--- src/rtl/wb_pkg.sv ---
// Shared types, constants and the round-robin pick helper for the
// writeback scheduler.
package wb_pkg;

    localparam int XLEN     = 32;
    localparam int REG_AW   = 5;
    localparam int NUM_REGS = 2 ** REG_AW;
    localparam int MAX_REQ  = 8;

    typedef struct packed {
        logic [REG_AW-1:0] rd;
        logic [XLEN-1:0]   data;
    } wb_req_t;

    typedef struct packed {
        logic       found;
        logic [2:0] idx;
    } rr_pick_t;

    // First valid index at or after ptr, wrapping modulo n.
    function automatic rr_pick_t rr_pick(
        input logic [MAX_REQ-1:0] valid,
        input logic [2:0]         ptr,
        input int                 n
    );
        rr_pick_t r;
        int       i;
        r = '0;
        for (int k = 0; k < MAX_REQ; k++) begin
            i = {29'd0, ptr} + k;
            if (i >= n) i = i - n;
            if (k < n && !r.found && valid[i[2:0]]) begin
                r.found = 1'b1;
                r.idx   = i[2:0];
            end
        end
        return r;
    endfunction

endpackage

--- src/rtl/wb_rr_arbiter.sv ---
// Round-robin grant over NUM_REQ writeback requesters; the pointer moves
// past the winner on every accepted transfer.
module wb_rr_arbiter #(
    parameter int NUM_REQ = 3
) (
    input  logic               clk,
    input  logic               reset_n,
    input  logic [NUM_REQ-1:0] req_valid,
    output logic [NUM_REQ-1:0] grant,
    output logic               grant_valid,
    output logic [2:0]         grant_idx
);
    import wb_pkg::*;

    logic [2:0]         rr_ptr;
    logic [MAX_REQ-1:0] valid_pad;
    rr_pick_t           pick;

    always_comb begin
        valid_pad              = '0;
        valid_pad[NUM_REQ-1:0] = req_valid;
        pick                   = rr_pick(valid_pad, rr_ptr, NUM_REQ);
    end

    assign grant_valid = pick.found;
    assign grant_idx   = pick.idx;

    always_comb begin
        grant = '0;
        for (int i = 0; i < NUM_REQ; i++)
            grant[i] = pick.found && (pick.idx == 3'(i));
    end

    always_ff @(posedge clk or negedge reset_n) begin
        if (!reset_n)
            rr_ptr <= '0;
        else if (pick.found)
            rr_ptr <= (int'(pick.idx) + 1 == NUM_REQ) ? 3'd0
                                                      : pick.idx + 3'd1;
    end

endmodule

--- src/rtl/wb_scheduler.sv ---
// Register-file write port sharing with a registered output stage and a
// pending-write scoreboard for RAW/WAW hazard detection at issue.
module wb_scheduler #(
    parameter int NUM_REQ = 3,
    parameter int XLEN    = wb_pkg::XLEN,
    parameter int REG_AW  = wb_pkg::REG_AW
) (
    input  logic                      clk,
    input  logic                      reset_n,
    input  logic [NUM_REQ-1:0]        req_valid,
    input  logic [NUM_REQ*REG_AW-1:0] req_rd,
    input  logic [NUM_REQ*XLEN-1:0]   req_data,
    output logic [NUM_REQ-1:0]        req_ready,
    input  logic                      issue_valid,
    input  logic [REG_AW-1:0]         issue_rd,
    output logic                      issue_ready,
    input  logic [REG_AW-1:0]         rs1_sel,
    input  logic [REG_AW-1:0]         rs2_sel,
    output logic                      rs1_busy,
    output logic                      rs2_busy,
    input  logic                      flush,
    output logic                      reg_write,
    output logic [REG_AW-1:0]         rd_sel,
    output logic [XLEN-1:0]           wb_data
);
    import wb_pkg::*;

    localparam int NREG = 2 ** REG_AW;

    logic              grant_valid;
    logic [2:0]        grant_idx;
    logic [REG_AW-1:0] sel_rd;
    logic [XLEN-1:0]   sel_data;
    logic [NREG-1:0]   sb;
    logic [NREG-1:0]   sb_next;
    logic              issue_fire;

    wb_rr_arbiter #(
        .NUM_REQ(NUM_REQ)
    ) u_arb (
        .clk        (clk),
        .reset_n    (reset_n),
        .req_valid  (req_valid),
        .grant      (req_ready),
        .grant_valid(grant_valid),
        .grant_idx  (grant_idx)
    );

    always_comb begin
        sel_rd   = '0;
        sel_data = '0;
        for (int i = 0; i < NUM_REQ; i++) begin
            if (grant_idx == 3'(i)) begin
                sel_rd   = req_rd[i*REG_AW +: REG_AW];
                sel_data = req_data[i*XLEN +: XLEN];
            end
        end
    end

    always_ff @(posedge clk or negedge reset_n) begin
        if (!reset_n) begin
            reg_write <= 1'b0;
            rd_sel    <= '0;
            wb_data   <= '0;
        end else if (grant_valid) begin
            reg_write <= (sel_rd != '0);
            rd_sel    <= sel_rd;
            wb_data   <= sel_data;
        end else begin
            reg_write <= 1'b0;
        end
    end

    assign issue_ready = ~sb[issue_rd];
    assign issue_fire  = issue_valid && issue_ready && (issue_rd != '0);
    assign rs1_busy    = sb[rs1_sel];
    assign rs2_busy    = sb[rs2_sel];

    // Clear lands with the register-file write; a same-cycle set wins.
    always_comb begin
        sb_next = sb;
        if (reg_write)
            sb_next[rd_sel] = 1'b0;
        if (issue_fire)
            sb_next[issue_rd] = 1'b1;
        if (flush)
            sb_next = '0;
        sb_next[0] = 1'b0;
    end

    always_ff @(posedge clk or negedge reset_n) begin
        if (!reset_n)
            sb <= '0;
        else
            sb <= sb_next;
    end

endmodule

--- config.mk ---
export PLATFORM = sky130hd
export DESIGN_NAME = wb_scheduler
export DESIGN_NICKNAME = d
export VERILOG_FILES = /design/src/rtl/wb_pkg.sv /design/src/rtl/wb_rr_arbiter.sv /design/src/rtl/wb_scheduler.sv
export SDC_FILE = /design/constraint.sdc
export NUM_CORES = 1
export LEC_CHECK = 0
export CORE_MARGIN = 5
export CORE_UTILIZATION = 28
export CTS_BUF_LIST = sky130_fd_sc_hd__clkbuf_4 sky130_fd_sc_hd__clkbuf_8
export CTS_CLUSTER_DIAMETER = 50
export CTS_CLUSTER_SIZE = 10
export DETAILED_ROUTE_END_ITERATION = 6
export REMOVE_ABC_BUFFERS = 1
export SYNTH_ARGS = -nofsm -noshare
export SYNTH_HDL_FRONTEND = slang
export SYNTH_SLANG_ARGS = --single-unit
--- constraint.sdc ---
create_clock -name clk -period 9.15 [get_ports clk]
set_clock_uncertainty 0.1 [all_clocks]
set_input_delay 2.2875 -clock clk [delete_from_list [all_inputs] [get_ports clk]]
set_output_delay 2.2875 -clock clk [all_outputs]
set_load 0.005 [all_outputs]
==> After elaboration in Yosys (flattened, before gate mapping) <==
Index checks and enable logic that the tools add are counted.
Widths: inputs -> output; s select.
{ "totals": {"reg_bits": 72, "input_bits": 133, "output_inout_bits": 44, "wordCells": 78} }
{ "op_classes": {"add_sub_neg": 7, "order_cmp": 12, "eq_ne": 3, "muxes": 33, "bitwise": 4, "reduce_logical": 14} }
{ "ops": {"columns": ["operator", "n"], "rows": [
  ["$mux 32", 6],
  ["$and 32x32->32", 1],
  ["$eq 32x3->1 const B", 1],
  ["$not 32->32", 1],
  ["$or 32x32->32", 1],
  ["$lt 5x6->1 const B", 4],
  ["$bmux 1 s5", 3],
  ["$mux 5", 3],
  ["$lt 3x4->1 const B", 3],
  ["$mux 3", 4],
  ["$mux 4", 3],
  ["$demux 1 s5", 2],
  ["$ge 5x1->1 const B", 2],
  ["$reduce_bool 5->1", 2],
  ["$bmux 1 s3", 3],
  ["$logic_and 1x1->1", 9],
  ["$mux 1", 9],
  ["$add 3x1->4 const B", 2],
  ["$ge 4x2->1 const B", 2],
  ["$sub 3x3->3 const B", 2],
  ["$add 3x2->4 const B", 1],
  ["$add 3x1->3 const B", 1],
  ["$eq 3x1->1 const B", 1],
  ["$eq 3x2->1 const B", 1],
  ["other kinds (5)", 6]
]} }

==> Logic depth before layout (Yosys ltp) <==
Gate-level depths: netlist (run 1).
{ "depth": {"word_depth": 17, "ltp_mapped": 17, "ltp_nobuf": 15} }

==> Hierarchy <==
A second synthesis (run 1) with hierarchy kept.
{ "hier_totals": {"hier_cells": 580, "area_unflattened_um2": 5388.9} }
{ "modules_own_cells": {"columns": ["mod", "n_inst", "cells_each", "area_each_um2", "seq_area_each_um2"], "rows": [
  ["wb_scheduler", 1, 482, 4561.9, 1726.7],
  ["wb_rr_arbiter", 1, 98, 827.0, 75.1]
]} }

==> Worst setup path before layout (run 1) <==
No wires, ideal clock.
{ "synth_path": {"path_type": "input -> output", "from": "input req_valid[1]", "to": "output req_ready[1]", "arrival_ps": 4397, "required_ps": 6763, "path_slack_ps": 2366, "path_stages": 10, "path_buffers": 2, "cell_sequence": "nand2_1 > a211o_1 > and3_1 > a2111oi_2 > a211oi_1 > o21ai_0 > ha_1 > clkbuf_1 > buf_1 > nor2b_1"} }
{ "synth_via": {"elab_chain_len": 11, "elab_cells_between_ends": 15, "classes_between": "eq/ne (1); mux (9); reduce/logical (5)"} }
{ "synth_rtl": {"columns": ["element", "line_no", "source"], "rows": [
  ["start: declaration", "wb_scheduler.sv:10", "input logic [NUM_REQ-1:0] req_valid,"],
  ["$bmux 1 s3", "wb_pkg.sv:32", "if (k < n && !r.found && valid[i[2:0]]) begin"],
  ["$mux 1 (implied by the code)", "wb_pkg.sv:32", null],
  ["$mux 4", "wb_pkg.sv:32", null],
  ["$logic_not 1->1", "wb_pkg.sv:32", null],
  ["$logic_and 1x1->1", "wb_pkg.sv:32", null],
  ["$mux 4", "wb_pkg.sv:32", null],
  ["$logic_not 1->1", "wb_pkg.sv:32", null],
  ["$logic_and 1x1->1", "wb_pkg.sv:32", null],
  ["$mux 4 (*)", "wb_pkg.sv:32", null],
  ["$eq 3x1->1", "wb_rr_arbiter.sv:31", "grant[i] = pick.found && (pick.idx == 3'(i));"],
  ["$logic_and 1x1->1 (*)", "wb_rr_arbiter.sv:31", null],
  ["end: declaration", "wb_scheduler.sv:13", "output logic [NUM_REQ-1:0] req_ready,"]
]} }
Mark *: on every way between the ends. The rest lies on a longest branch, timed or not. The select of a mux whose other input is x is not followed.

==> Final worst setup path (run 1) <==
{ "layout_path": {"from": "input req_valid[1]", "to": "output req_ready[2]"} }
{ "layout_via": {"elab_chain_len": 11, "elab_cells_between_ends": 15, "classes_between": "eq/ne (1); mux (9); reduce/logical (5)"} }
{ "layout_rtl": {"columns": ["element", "line_no"], "rows": [
  ["$bmux 1 s3", "wb_pkg.sv:32"],
  ["$mux 1 (implied by the code)", "wb_pkg.sv:32"],
  ["$mux 4", "wb_pkg.sv:32"],
  ["$logic_not 1->1", "wb_pkg.sv:32"],
  ["$logic_and 1x1->1", "wb_pkg.sv:32"],
  ["$mux 4", "wb_pkg.sv:32"],
  ["$logic_not 1->1", "wb_pkg.sv:32"],
  ["$logic_and 1x1->1", "wb_pkg.sv:32"],
  ["$mux 4 (*)", "wb_pkg.sv:32"],
  ["$eq 3x2->1", "wb_rr_arbiter.sv:31"],
  ["$logic_and 1x1->1 (*)", "wb_rr_arbiter.sv:31"]
]} }
Marked as above.

==> results.md, run 1 <==
* Worst slew pin tran at ~1.1 ns
* Number of placed I/O pins at approximately 180
* Flip-flop and latch area at 1802 sq um
* Tmin final at 7.618 ns
* Met3 usage at slightly above 7%
* Largest net degree at the start of global routing at 73
* First-pass GRT wire length at 27490 microns
* Status: finished clean
* Die Area at between 20000 and 25000 sq um
* Simple-Gate Fraction of Synth Area at 21.65%
* Iteration-0 DRC Markers at 222
* Tcrit/Tclk final at 83.25%
* Postcts setup bufs at 0
* Clock Sinks at 72
* Final GP Congestion at 0.8368
* Pre-CTS setup slack at 1.477 ns
* Wirelength, routed at 17660 microns
* Gr usage total at 15.43%
* Synth cell types at 61
* Fin nets at approximately 870
* Nature of the critical path startpoint: input pin
* Final setup vio count at 0
* Fin cells at ~990
* Slew Viols, Final at 0
* Power Density at 412.1 nW/um^2
* Max cap viols at 0
* Number of global-route vias before repair at ~5.0k
* DP HPWL at 12840 microns
* Root buf cell: clkbuf_8
* Antenna diodes at 0
* Final WS setup at 1.532 ns
* Layout area overhead at 38.41%
* Slew margin rel. at 24.20%
* Grt total ovfl at 0
* CTS resizes at 0
* Initial antenna violation count at 1
* Routed vias/inst at 5.166
* Fmax at 131.3 MHz
* Req. time, crit path at 6.76 ns
* Clk slew on worst S/H paths at 0.08 ns
* Grt met1 use at about a fifth
* Sum Neg Setup Slack at 0 ns
* Initial Utilization at roughly 28%
* Core Rows at 51
* Avg Synthesized Cell Area at 9.513 sq um
* EDFF count, synth at 0
* Final Hold Viols at 0
* Core footprint at 19400 sq um
* Drt pass-1 iters at 5
* WS Path Type: in2out
* Slowest stage delay, CP at 0.57 ns
* Worst Path Max Fanout at 5
* Unrepaired setup endpoints after global routing: false
* Post-layout util at 39.30%
* CTS tree: yes
* Via count at 5130
* CTS Hold Bufs at 0
* FFs w/ async S/R, synth at 100.0%
* Port bufs at 176
* Multi-input logic area at about 3500 sq um
* Clock latency on the worst-skew pair at ~0.36 ns
* Synth Warn # at 0
* Worst hold path class: reg2reg
* Die W at 150.3 microns
* Share of layout cells above drive strength 1 at 14.97%
* H-tree Lvls at 3
* Hold depth at 2
* Complex-gate fraction of the synthesized area at 26.90%
* Crit path arrival time at roughly 5.2 ns
* Num CTS Buffers at 9
* Largest family of logic cells by synthesized area: compound AO/OA/AOI/OAI gates
* Adder-cell share of the synthesized area at 2.272%
* # placed instances at 977
* Post-Syn Instances at approximately 580
* Leak at 2.852 nW
* Worst R2R Path Depth at 16
* Top FF cell, synth: dfrtp_1
* Post-synthesis sequential area ratio at about a third
* Wire per inst at 17.78 microns
* Fill count at between 1.5k and 2k
* Post-synthesis mux area share at 11.65%
* Chip height at 150.3 microns
* Max rail drop VDD at 0.0003055 V
* Clock tree buffer depth at 2
* Routed Antenna Nets at 0
* Yosys reg bits at 72
* Xor/xnor share of the synthesized area at 0.3180%
* Cell Area, Synth at 5508 sq um
* CP endpoint kind: output pin
* Post-route DRC violation count at 0
* Gr busiest metal: met2
* FF-to-FF setup slack at 4.06 ns
* Worst path slowest cell: clkdlybuf4s50_1
* GRT met2 Usage at 23.50%
* Crit path cell chain: clkdlybuf4s50_1, nand2_1, a211o_1, a31o_1, o211a_1, a211oi_1, o21ai_0, inv_1, ha_2, inv_1, nor2_1, clkdlybuf4s50_1
==> path summary, 6_finish.rpt <==
check                                start      endpoint
hold reg to reg                wb_data[17]   wb_data[17]
setup reg to reg           u_arb.rr_ptr[0]     reg_write
hold / removal                 wb_data[17]   wb_data[17]
min in group asynchronous          reset_n         sb[3]
max in group asynchronous          reset_n    wb_data[4]
setup / recovery              req_valid[1]  req_ready[2]
==> final cells by class <==
cell class / count / area share, %
Clock buffer: 9 / 1.625
Clock inverter: 7 / 0.8370
Inverter: 8 / 0.3939
Multi-Input combinational cell: 451 / 45.59
Sequential cell: 72 / 23.63
Tap cell: 265 / 4.349
Timing Repair Buffer: 181 / 23.57
==> Yosys cell counts, types with 3 or more instances <==
| cell type | n | share of area [%] |
|---|---|---|
| a211oi_1 | 3 | 0.41 |
| a221oi_2 | 18 | 4.9 |
| nor3_1 | 3 | 0.27 |
| nor3b_1 | 3 | 0.41 |
| a211o_1 | 3 | 0.48 |
| mux4_2 | 25 | 10 |
| nand2b_1 | 4 | 0.45 |
| a21oi_1 | 35 | 3.2 |
| buf_6 | 4 | 0.82 |
| o21ai_0 | 43 | 3.9 |
| nor2b_1 | 73 | 8.3 |
| buf_2 | 6 | 0.55 |
| nand2_1 | 87 | 5.9 |
| o211a_1 | 3 | 0.55 |
| buf_1 | 4 | 0.27 |
| nor2_1 | 15 | 1.0 |
| clkbuf_1 | 34 | 2.3 |
| mux2_2 | 7 | 1.4 |
| and3_1 | 4 | 0.45 |
| nand3_1 | 5 | 0.45 |
| inv_1 | 7 | 0.48 |
| dfrtp_1 | 72 | 33 |
| a221oi_1 | 15 | 2.4 |
| or3_1 | 3 | 0.34 |
| a22o_1 | 4 | 0.64 |
| o31ai_1 | 15 | 2.0 |
| ha_1 | 10 | 2.3 |
| o31ai_2 | 18 | 4.1 |
| or3b_2 | 5 | 0.80 |
| a31oi_1 | 7 | 0.80 |
| nand3b_1 | 7 | 0.95 |
==> metal layers <==
layer / wire length [microns] / up-vias / part of all wire [%]
met5: 7 / - / 0.040
met4: 337 / 2 / 1.9
met3: 1977 / 28 / 11
met2: 7975 / 214 / 45
met1: 7360 / 2438 / 42
li1: - / 2448 / -
==> placed cells by master (no fill, tap or decap), types with 6 or more instances in the layout <==
master,instances
a221oi_2,18
mux2_2,7
buf_4,6
a31oi_1,7
dfrtp_1,72
ha_1,8
nand3b_1,7
inv_1,7
a21oi_1,35
nor2_1,15
clkdlybuf4s50_1,175
clkbuf_8,9
a221oi_1,15
o31ai_1,15
nor2b_1,73
o21ai_0,43
nand2_1,87
o31ai_2,18
mux4_2,25
==> critical path, delay by kind of cell <==
kind | cells | cell delay [ns]
compound gates | 5 | 1.28
buf+inv | 4 | 1.27
simple gates | 2 | 0.19
fa+ha+maj | 1 | 0.19
==> cells by family (layout without fill, tap and decap cells) <==
group,count (synthesis),count (layout)
buffers and inverters,56,205
adder cells (fa/ha/maj),10,10
multiplexers,32,32
AND/OR/NAND/NOR,222,222
flip-flops,72,72
XOR/XNOR,2,2
AO/OA/AOI/OAI,185,185
==> power breakdown <==
| part | switching [mW] | internal, mW | total (mW) | leakage, nW |
|---|---|---|---|---|
| combinational | 1.31 | 1.05 | 2.36 | 1.82 |
| sequential | 0.0885 | 0.439 | 0.527 | 0.944 |
| clock | 0.146 | 0.105 | 0.250 | 0.0903 |
==> stage by stage <==
stage | instance area [sq um] | hold slack [ns] | total power [mW]
floorplan | 5290 | 0.3726 | 2.181
global placement | 7436 | 0.3580 | 2.929
detailed placement | 7436 | 0.3712 | 2.941
CTS | 7624 | 0.3938 | 3.208
global route | 7624 | 0.4211 | 3.443
finish | 7624 | 0.3876 | 3.141
==> sequential cells by signal, indices dropped and copies added (netlist names) <==
signal,cells
reg_write,1
sb,31
rd_sel,5
wb_data,32
u_arb.rr_ptr,3
No activity file was read; power rests on OpenSTA's default activity.
==> run 2: changes to the inputs <==
- clock period: 9.15 -> 6.63 ns (I/O delays scaled with it)
==> results.md, run 2 (synthesis gave the netlist of run 1 again) <==
* Most common cell after layout, fill and taps aside: clkdlybuf4s50_1
* Clk slew on worst S/H paths at 0.07 ns
* Unrepaired setup endpoints after global routing: false
* Wirelength, routed at 17720 microns
* Critical Path End: req_ready[2]
* R2R Path Start: u_arb.rr_ptr[0]
* Power Density at 567.1 nW/um^2
* Largest regs: wb_data x32, sb x31, rd_sel x5
* Gr usage total at 15.72%
* Die W at 150.3 microns
* Largest net degree at the start of global routing at 73
* Fin cells at 997
* Fin nets at 870
* Fmax at 161.5 MHz
* Req. time, crit path at ~4.9 ns
* Post-route DRC violation count at 0
* Via count at 5077
* Layout area overhead at 38.69%
* DP HPWL at 12940 microns
* Final Hold Viols at 0
* Final GP Congestion at 0.8648
* Root buf cell: clkbuf_8
* Num CTS Buffers at 9
* Number of placed I/O pins at 177
* Final setup vio count at 0
* Core footprint at between 15000 and 20000 sq um
* Clock latency on the worst-skew pair at 0.36 ns
* Wire per inst at 17.77 microns
* Slew Viols, Final at 0
* Top reg by flops: wb_data
* Sum Neg Setup Slack at 0 ns
* Post-layout util at 39.38%
* Most frequent cells in the layout: clkdlybuf4s50_1, nand2_1, nor2b_1
* Routed vias/inst at 5.092
* First-pass GRT wire length at 27980 microns
* Antenna diodes at 0
* Slew margin rel. at 24.98%
* FF-to-FF setup slack at between 1.5 and 2 ns
* CTS Hold Bufs at 0
* Pwr Total at 4.332 mW
* CTS resizes at 0
* CTS tree: yes
* Max cap viols at 0
* Worst hold path class: reg2reg
* Tmin final at 6.194 ns
* Postcts setup bufs at 0
* Port bufs at 176
* Share of layout cells above drive strength 1 at around 15%
* Chip height at 150.3 microns
* Max rail drop VDD at 0.0003555 V
* Core Rows at 51
* Reg2reg end: reg_write
* Routed Antenna Nets at 0
* Worst R2R Path Depth at 17
* Nature of the critical path startpoint: input pin
* Max reg flops at 32
* Status: finished clean
* Number of global-route vias before repair at roughly 5k
* # placed instances at 981
* Worst Path Max Fanout at 5
* Crit path arrival time at 4.44 ns
* CP endpoint kind: output pin
* Clock tree buffer depth at 2
* H-tree Lvls at 3
* Clock Sinks at between 70 and 80
* Grt total ovfl at 0
* Initial antenna violation count at 1
* Iteration-0 DRC Markers at 289
* Initial Utilization at between 20% and 30%
* Drt pass-1 iters at 5
* WS Path Type: in2out
* Tcrit/Tclk final at just over 90%
* Leak at 2.867 nW
* Worst Setup SP: req_valid[1]
* Die Area at 22580 sq um
* Worst slew pin tran at 1.122 ns
[run 2: cell count changes in the layout (fill, tap and decap cells not counted), sizes merged]
| cell | change |
|---|---|
| inv | -4 |
| clkinv | +2 |
| buf | +4 |
| clkbuf | +2 |
[run 2: where the power goes]
group / switching (mW) / internal [mW] / leakage [nW]
clock network: 0.175 / 0.144 / 0.0861
logic: 1.83 / 1.46 / 1.84
registers: 0.111 / 0.606 / 0.944
[run 2: critical path, stage by stage]
cell	delay, ns
clkdlybuf4s50_1	0.56
nand2_1	0.10
a211o_1	0.25
a31o_1	0.23
o211a_1	0.13
a211oi_1	0.32
o21ai_0	0.17
inv_1	0.11
ha_2	0.19
inv_1	0.06
nor2_1	0.12
clkdlybuf4s50_1	0.54
[run 2: how the worst min path moves through the flow]
stage	to	depth (start not counted)	from
after global placement	wb_data[17]	2	wb_data[17]
after CTS	wb_data[31]	2	wb_data[31]
after global routing	wb_data[17]	2	wb_data[17]
after floorplan	wb_data[10]	2	wb_data[10]
after detailed placement	wb_data[8]	2	wb_data[8]
final	wb_data[17]	2	wb_data[17]
[run 2: layout make-up]
type,instances,area (sq um)
Clock buffer,11,138.9
Clock inverter,5,33.78
Fill cell,1950,11760
Inverter,8,30.03
Multi-Input combinational cell,451,3476
Sequential cell,72,1802
Tap cell,265,331.6
Timing Repair Buffer,185,1827
[run 2: metal layers]
layer	GRT usage (%)	up-vias	wire length, microns
li1	-	2444	-
met1	19.00	2407	7127
met2	25.14	206	8227
met3	7.917	18	2124
met4	3.660	2	226
met5	0	-	13
[run 2: through the flow]
step / cell area (sq um) / setup slack (ns) / hold WS (ns)
2_1_floorplan: 5290 / 0.3284 / 0.3726
3_3_place_gp: 7466 / 0.4540 / 0.3595
3_5_place_dp: 7466 / 0.4140 / 0.3711
4_1_cts: 7639 / 0.4013 / 0.3930
5_1_grt: 7639 / 0.2337 / 0.4113
6_report: 7639 / 0.4364 / 0.3841
==> run 3: changes to the inputs <==
- CAP_MARGIN: default -> 25
- PLACE_DENSITY_LB_ADDON: default -> 0.25
==> results.md, run 3 (synthesis gave the netlist of run 1 again) <==
* Worst slew pin tran at slightly below 0.8 ns
* Switching power total at 2.119 mW
* Status: finished clean
* Wire per inst at 18.65 microns
* Gr usage total at 16.34%
* FF-to-FF setup slack at about 1.8 ns
* Share of layout cells above drive strength 1 at 15.67%
* Worst Path Max Fanout at 5
* Max cap viols at 0
* Hold depth at 2
* Number of placed I/O pins at about 180
* Power Density at 566.9 nW/um^2
* Most frequent cells in the layout: clkdlybuf4s50_1, nand2_1, nor2b_1
* Number of global-route vias before repair at 5353
* Cell Int Power at 2.260 mW
* Die Area at approximately 23000 sq um
* Slew Viols, Final at 0
* Post-route DRC violation count at 0
* Via count at 5205
* Reg2reg end: reg_write
* Largest regs: wb_data x32, sb x31, rd_sel x5
* Postcts setup bufs at 0
* Unrepaired setup endpoints after global routing: false
* Wirelength, routed at 18640 microns
* Chip height at around 150 microns
* Most common cell after layout, fill and taps aside: clkdlybuf4s50_1
* First-pass GRT wire length at 29060 microns
* Placed inst area at 7466 sq um
* Clock share of power at 8.5%
* Grt total ovfl at 0
* Nature of the critical path startpoint: input pin
* Clk slew on worst S/H paths at 0.08 ns
* CP endpoint kind: output pin
* Root buf cell: clkbuf_8
* Antenna diodes at 0
* Slew margin rel. at 47.98%
* Num CTS Buffers at 9
* Worst hold path class: reg2reg
* R2R Path Start: u_arb.rr_ptr[0]
* CTS tree: yes
* Routed vias/inst at 5.210
* H-tree Lvls at 3
* Clock latency on the worst-skew pair at 0.36 ns
* DP HPWL at 13870 microns
* Initial Utilization at between 20 and 30%
* Pre-CTS setup slack at 0.4225 ns
* Reg power frac at 16.7%
* Combinational power share at 74.9%
* Die W at 150.3 microns
* Clock Sinks at 72
* Max rail drop VDD at 0.0003920 V
* WS Path Type: in2out
* Final GP Congestion at 0.8534
* Sw frac at 48.39%
* Worst R2R Path Depth at 15
* Sum Neg Setup Slack at 0 ns
* Core Rows at 51
* Max reg flops at 32
* Final setup vio count at 0
* Crit path arrival time at around 4.4 ns
* Fmax at approximately 160 MHz
* Fill count at 1936
* Critical Path End: req_ready[2]
* Clock tree buffer depth at 2
* Tmin final at a little over 6 ns
* Iteration-0 DRC Markers at 352
* Final WS setup at ~0.47 ns
* Port bufs at 176
* Top reg by flops: wb_data
* Layout area overhead at 40.25%
* Core footprint at 19400 sq um
* Final Hold Viols at 0
* Worst Setup SP: req_valid[1]
* Largest net degree at the start of global routing at 73
* Finished Cell Area at 7725 sq um
* Tcrit/Tclk final at between 90 and 100%
* Fin nets at 872
* Routed Antenna Nets at 0
* CTS Hold Bufs at 0
* Initial antenna violation count at 0
* Leak at 2.908 nW
* Drt pass-1 iters at 5
* CTS resizes at 0
* Req. time, crit path at 4.87 ns
## run 3: cell types whose count changed in the layout (fill, tap and decap cells not counted)
cell / change
inv_8: +1
clkbuf_4: -2
clkinv_4: +1
bufinv_16: +1
clkinv_2: -1
clkinvlp_4: -1
inv_6: +1
buf_16: +2
## run 3: final cells by class
cell class                      instances  area, sq um  share of cell area [%]
Inverter                                8        30.03                  0.3887
Timing Repair Buffer                  187         1882                   24.36
Multi-Input combinational cell        451         3476                   45.00
Tap cell                              265        331.6                   4.292
Sequential cell                        72         1802                   23.32
Clock buffer                            9        123.9                   1.604
Clock inverter                          7        80.08                   1.037
## run 3: worst max-delay path: stages
cell and delay (ns):
clkdlybuf4s50_1 0.56, nand2_1 0.10, a211o_1 0.25, a31o_1 0.22, o211a_1 0.12, a211oi_1 0.31, o21ai_0 0.19, inv_1 0.11
ha_2 0.19, inv_1 0.06, nor2_1 0.09, clkdlybuf4s50_1 0.53
## run 3: power by group through the flow
| stage | clock network [mW] | registers [mW] | logic [mW] |
|---|---|---|---|
| 2_1_floorplan | 0 | 0.713 | 2.30 |
| 3_3_place_gp | 0 | 0.733 | 3.29 |
| 3_5_place_dp | 0 | 0.736 | 3.32 |
| 4_1_cts | 0.388 | 0.732 | 3.32 |
| 5_1_grt | 0.409 | 0.747 | 3.62 |
| 6_report | 0.371 | 0.730 | 3.28 |
## run 3: worst min path at each step
stage / startpoint / endpoint / slack, ns
after floorplan: wb_data[10] / wb_data[10] / 0.37
after global placement: wb_data[10] / wb_data[10] / 0.36
after detailed placement: wb_data[22] / wb_data[22] / 0.37
after CTS: wb_data[22] / wb_data[22] / 0.39
after global routing: wb_data[0] / wb_data[0] / 0.41
final: wb_data[16] / wb_data[16] / 0.39
## run 3: through the flow
| step | hold slack [ns] | total power, mW | util [%] | std cells |
|---|---|---|---|---|
| 2_1_floorplan | 0.3726 | 3.010 | - | 531 |
| 3_3_place_gp | 0.3617 | 4.028 | 38.49 | 981 |
| 3_5_place_dp | 0.3716 | 4.058 | 38.49 | 981 |
| 4_1_cts | 0.3919 | 4.439 | 39.54 | 997 |
| 5_1_grt | 0.4117 | 4.779 | 39.82 | 999 |
| 6_report | 0.3884 | 4.379 | 39.82 | 999 |
## run 3: routing by layer
metal / wire, microns / part of all wire (%) / GRT usage [%]
met1: 7466 / 40 / 20.26
met2: 8776 / 47 / 26.20
met3: 2177 / 12 / 7.285
met4: 216 / 1.2 / 3.843
met5: 0 / 0 / 0
